`src/rtl/dev_fsm.sv`:
```
// -----------------------------------------------------------------------------
// dev_fsm: command-driven accumulator peripheral with a word-serial host port.
//
// The host selects the block with cs while it is idle. The word on din is then
// latched as a command, and zero, one or two operand words follow on the next
// consecutive cycles. The block adds the operands into an internal result
// register and can return the result on dout, marked by a one-cycle drdy strobe.
//
// Ports
//   clk   in   1   system clock, rising edge
//   rst   in   1   asynchronous, active-low reset
//   cs    in   1   chip select, sampled only in IDLE
//   din   in   DW  command or operand word
//   busy  out  1   high whenever the FSM is not in IDLE
//   dout  out  DW  last transmitted result, held between transmissions
//   drdy  out  1   one-cycle strobe marking a new value on dout
// -----------------------------------------------------------------------------

package cmd_bits;
    localparam int b_op_1   = 0;  // operand 1 follows
    localparam int b_op_2   = 1;  // operand 2 follows
    localparam int b_addop  = 2;  // result = op1 + op2
    localparam int b_addres = 3;  // result = result + op1
    localparam int b_tx     = 4;  // transmit the result
    localparam int b_clr    = 5;  // clear the result before the arithmetic
    localparam int CMD_W    = 6;  // bits at and above this index are reserved
endpackage

module dev_fsm #(
    parameter int DW = 8
) (
    input  logic          clk,
    input  logic          rst,
    input  logic          cs,
    input  logic [DW-1:0] din,
    output logic          busy,
    output logic [DW-1:0] dout,
    output logic          drdy
);
    import cmd_bits::*;

    generate
        if (DW < CMD_W) begin : g_dw_check
            $error("dev_fsm: DW must be at least 6 so every command bit fits");
        end
    endgenerate

    typedef enum logic [2:0] {
        S_IDLE,
        S_OP1,
        S_OP2,
        S_EXEC,
        S_TX
    } state_t;

    state_t              r_state;
    logic [CMD_W-1:0]    r_cmd;   // reserved command bits are never stored
    logic [DW-1:0]       r_op1;
    logic [DW-1:0]       r_op2;
    logic [DW-1:0]       r_res;
    logic [DW-1:0]       r_dout;
    logic                r_busy;
    logic                r_drdy;
    logic [DW-1:0]       w_res;

    // New result value for the latched command. Sums wrap modulo 2^DW, and
    // addop takes priority over addres. The clear only zeroes the accumulated
    // term, so with addop it has no visible effect.
    function automatic logic [DW-1:0] f_result(
        input logic [CMD_W-1:0] cmd,
        input logic [DW-1:0]    acc,
        input logic [DW-1:0]    op1,
        input logic [DW-1:0]    op2
    );
        logic [DW-1:0] base;
        base = cmd[b_clr] ? '0 : acc;
        if (cmd[b_addop])
            f_result = op1 + op2;
        else if (cmd[b_addres])
            f_result = base + op1;
        else
            f_result = base;
    endfunction

    assign w_res = f_result(r_cmd, r_res, r_op1, r_op2);

    always_ff @(posedge clk or negedge rst) begin
        if (!rst) begin
            r_state <= S_IDLE;
            r_cmd   <= '0;
            r_op1   <= '0;
            r_op2   <= '0;
            r_res   <= '0;
            r_dout  <= '0;
            r_busy  <= 1'b0;
            r_drdy  <= 1'b0;
        end else begin
            case (r_state)
                S_IDLE: begin
                    if (cs) begin
                        r_cmd  <= din[CMD_W-1:0];
                        // Operands that are not sent read as zero.
                        r_op1  <= '0;
                        r_op2  <= '0;
                        r_busy <= 1'b1;
                        if (din[b_op_1])
                            r_state <= S_OP1;
                        else if (din[b_op_2])
                            r_state <= S_OP2;
                        else
                            r_state <= S_EXEC;
                    end
                end
                S_OP1: begin
                    r_op1 <= din;
                    if (r_cmd[b_op_2])
                        r_state <= S_OP2;
                    else
                        r_state <= S_EXEC;
                end
                S_OP2: begin
                    r_op2   <= din;
                    r_state <= S_EXEC;
                end
                S_EXEC: begin
                    r_res <= w_res;
                    if (r_cmd[b_tx]) begin
                        r_dout  <= w_res;
                        r_drdy  <= 1'b1;
                        r_state <= S_TX;
                    end else begin
                        r_busy  <= 1'b0;
                        r_state <= S_IDLE;
                    end
                end
                S_TX: begin
                    r_drdy  <= 1'b0;
                    r_busy  <= 1'b0;
                    r_state <= S_IDLE;
                end
                default: begin
                    r_drdy  <= 1'b0;
                    r_busy  <= 1'b0;
                    r_state <= S_IDLE;
                end
            endcase
        end
    end

    assign busy = r_busy;
    assign dout = r_dout;
    assign drdy = r_drdy;

endmodule

```
`config.mk`:
```
export PLATFORM = sky130hd
export DESIGN_NAME = dev_fsm
export DESIGN_NICKNAME = d
export VERILOG_FILES = /design/src/rtl/dev_fsm.sv
export SDC_FILE = /design/constraint.sdc
export NUM_CORES = 1
export LEC_CHECK = 0
export ABC_CLOCK_PERIOD_IN_PS = 4100
export BUFFER_PORTS_ARGS = -buffer_cell sky130_fd_sc_hd__buf_4
export CAP_MARGIN = 20
export CELL_PAD_IN_SITES_DETAIL_PLACEMENT = 1
export CELL_PAD_IN_SITES_GLOBAL_PLACEMENT = 1
export CORE_UTILIZATION = 26
export CTS_BUF_LIST = sky130_fd_sc_hd__clkbuf_8
export DETAILED_ROUTE_END_ITERATION = 10
export GPL_TIMING_DRIVEN = 0
export HOLD_SLACK_MARGIN = 0.02
export PLACE_DENSITY = 0.56
export SLEW_MARGIN = 30
export SYNTH_ARGS = -nofsm -noshare
export SYNTH_HDL_FRONTEND = slang
export SYNTH_SLANG_ARGS = --single-unit
```
`constraint.sdc`:
```
create_clock -name clk -period 4.1 [get_ports clk]
set_input_delay 0.82 -clock clk [delete_from_list [all_inputs] [get_ports clk]]
set_output_delay 0.82 -clock clk [all_outputs]
set_load 0.1 [all_outputs]
```
==> metrics.yaml <==
logic_synthesis:
  syn-num-nets: 280
  netlist.area_leader.share_pct: 42.6
  yosysWarnings: 0
  syn_inst: 253
  syn_avg_cell_area_um2: 9.75
  ys_seq_area_share_pct: 42.6
  synth_seq_cells: 42
  syn-cell-area_um2: 2470
  synthArstFlopShare_pct: 100
  ys_top_cells_by_area: "dfrtp_1 (43%), ha_1 (7.1%), a22o_1 (5.7%)"
  synth-edff-count: 0
  yosysUniqueCellTypes: 47
  yosys_most_used_dff: "dfrtp_1"
  yosys.area.top_type: "dfrtp_1"
worst_setup_path:
  crit_fanout: 10
  cpMaxStageDelayCell: "fa_1"
  path_cells: "clkbuf_1 -> nor2b_1 -> ha_1 -> inv_1 -> fa_1 -> nor2b_1 -> o31a_1 -> o211a_1 -> o21ai_0 -> a211oi_1 -> mux2_2"
  critPathMaxStageDelay_ns: 0.40
  start_kind: "flop"
  crit_type: "flop to flop"
  cp.required_ns: 4.34
  crit_arrival_ns: 3.04
  critPathTopFamily: "compound AO/OA/AOI/OAI gates"
  crit_buf_inv: 2
  critPathCaptureType: "flop"
  cp_common_cell: "nor2b_1"
cts:
  cts.path.max_buffers: 2
  clkTransAtPathRegs_ns: 0.09
  cts_made_buffers: 5
  clkLatencyLatePin_ns: 0.30
  ctsHoldBuffers: 0
  post_cts_resized: 0
  postCtsSetupBuffers: 0
  cts.sinks: 42
  tritoncts: "done"
  cts_htree_levels: 2
  root_buffer: "clkbuf_8"
floorplanning:
  coreArea_um2: 9200
  rows: 35
  die_area_um2: 9880
  die_h_um: 99.4
  die_x_um: 99.4
  initial_core_util_pct: 26.8
  ios: 21
place:
  place_ws_ns: 1.29
  gp_congestion: 0.809
  dpl_cell_area_um2: 2760
  portBuffers: 20
  dp_hpwl_um: 4920
  place_inst: 384
layout:
  fin_nets: 307
  stdcell_area_um2: 2840
  fin_cells: 391
  syn_to_final_growth_pct: 15.3
  antenna_cells: 0
  final_layout_size_suffix_gt1_share_pct: 14.6
timing:
  grt_setup_unrepaired: "no"
  relSlewSlack_pct: 57.2
  setup_viol: 0
  finalHoldViolations: 0
  post-route-period-util_pct: 68.4
  final.setup.tns_ns: 0
  layout_min_cycle_time_ns: 2.81
  setup_ws_ns: 1.29
  slew_viol_final: 0
  clock_skew_ns: 0.00732
  fmaxAchievable_mhz: 356
  tightest_slew_ns: 0.637
route:
  first_iter_violations: 78
  vias: 1976
  avgViaCountPerCell: 5.05
  post-route-drc-count: 0
  drt-total-wl_um: 6370
  drtPass1Iterations: 4
  routedWlPerCell_um: 16.3
  antenna_left: 0
global_routing:
  grt_pass1_vias: 2085
  antenna_found_initial: 0
  grtUsageTotal_pct: 14.1
  grt_max_degree: 43
  grt-ovfl-total: 0
  grt_pass1_wl_um: 10900
outcome:
  outcome: "completed"
min_path:
  min_path_type: "input pin to async pin"
job:
  maxCapViolCount: 0
==> layout make-up <==
class	count	area, um^2
plain buffers	12	52.6
fillers	1092	6350
clock inverters	2	15.0
clock buffers	5	68.8
flip-flops and latches	42	1050
multi-input cells	185	1320
inverters	14	52.6
repair buffers	20	150
well taps	111	139
==> registers in the layout, indices dropped and copies added, names as in the netlist <==
name	flops
r_op2	8
dout	8
r_state	3
r_cmd	5
r_res	8
drdy	1
r_op1	8
busy	1
==> placed cells by master, fill, tap and decap left out, drive strengths merged, types with 3 or more instances in the layout <==
cell type	netlist	routed
a211oi	9	9
a21o	3	3
a21oi	16	16
a22o	16	16
buf	3	23
clkbuf	9	14
dfrtp	42	42
ha	14	14
inv	14	14
mux2	6	6
mux2i	4	4
nand2	19	19
nand2b	6	6
nand3	3	3
nor2	12	12
nor2b	8	8
nor3	4	4
o21ai	27	27
o21bai	3	3
xnor2	5	5
==> through the flow <==
step                util (%)  hold slack, ns
detailed placement      30.0           0.474
finish                  30.9           0.486
floorplan                  -           0.442
CTS                     30.9           0.494
global placement        30.0           0.461
global route            30.9           0.510
==> synthesized netlist by cell type, types with 5 or more instances <==
master	count
clkbuf_1	9
xnor2_1	5
o21ai_0	24
a211oi_1	6
nor2_1	12
mux2_2	6
nor2b_1	8
dfrtp_1	42
ha_1	14
a22o_1	16
nand2b_1	5
inv_1	14
a21oi_1	16
nand2_1	19
==> routing by layer <==
layer | routed length, um | track usage [%] | vias to the layer above
met2 | 2960 | 23.1 | 29
met3 | 209 | 2.46 | 5
li1 | - | - | 974
met1 | 3150 | 19.5 | 968
met4 | 58 | 3.39 | 0
met5 | 0 | 0 | -
==> final timing paths <==
| kind | startpoint | endpoint | slack [ns] | depth (start not counted) |
|---|---|---|---|---|
| setup / recovery | r_cmd[5]$_DFFE_PN0P_ | r_res[6]$_DFFE_PN0P_ | 1.29 | 11 |
| hold / removal | rst | r_res[7]$_DFFE_PN0P_ | 0.49 | 1 |
| setup reg to reg | r_cmd[5]$_DFFE_PN0P_ | r_res[6]$_DFFE_PN0P_ | 1.29 | 11 |
| hold reg to reg | dout[1]$_DFFE_PN0P_ | dout[1]$_DFFE_PN0P_ | 0.49 | 2 |
| max in group asynchronous | rst | r_res[3]$_DFFE_PN0P_ | 3.21 | 1 |
| min in group clk | dout[1]$_DFFE_PN0P_ | dout[1]$_DFFE_PN0P_ | 0.49 | 2 |
==> cell families (layout without fill, tap and decap cells) <==
| family | count (synthesis) | after routing | synth area share (%) |
|---|---|---|---|
| buffers and inverters | 26 | 53 | 4.26 |
| adder cells (fa/ha/maj) | 16 | 16 | 8.73 |
| AO/OA/AOI/OAI | 91 | 91 | 25.2 |
| AND/OR/NAND/NOR | 62 | 62 | 12.7 |
| flip-flops | 42 | 42 | 42.6 |
| XOR/XNOR | 6 | 6 | 2.13 |
| multiplexers | 10 | 10 | 4.36 |
Power is not shown: default switching activity piles up to over one toggle a cycle in this logic, so the estimate is an artifact.
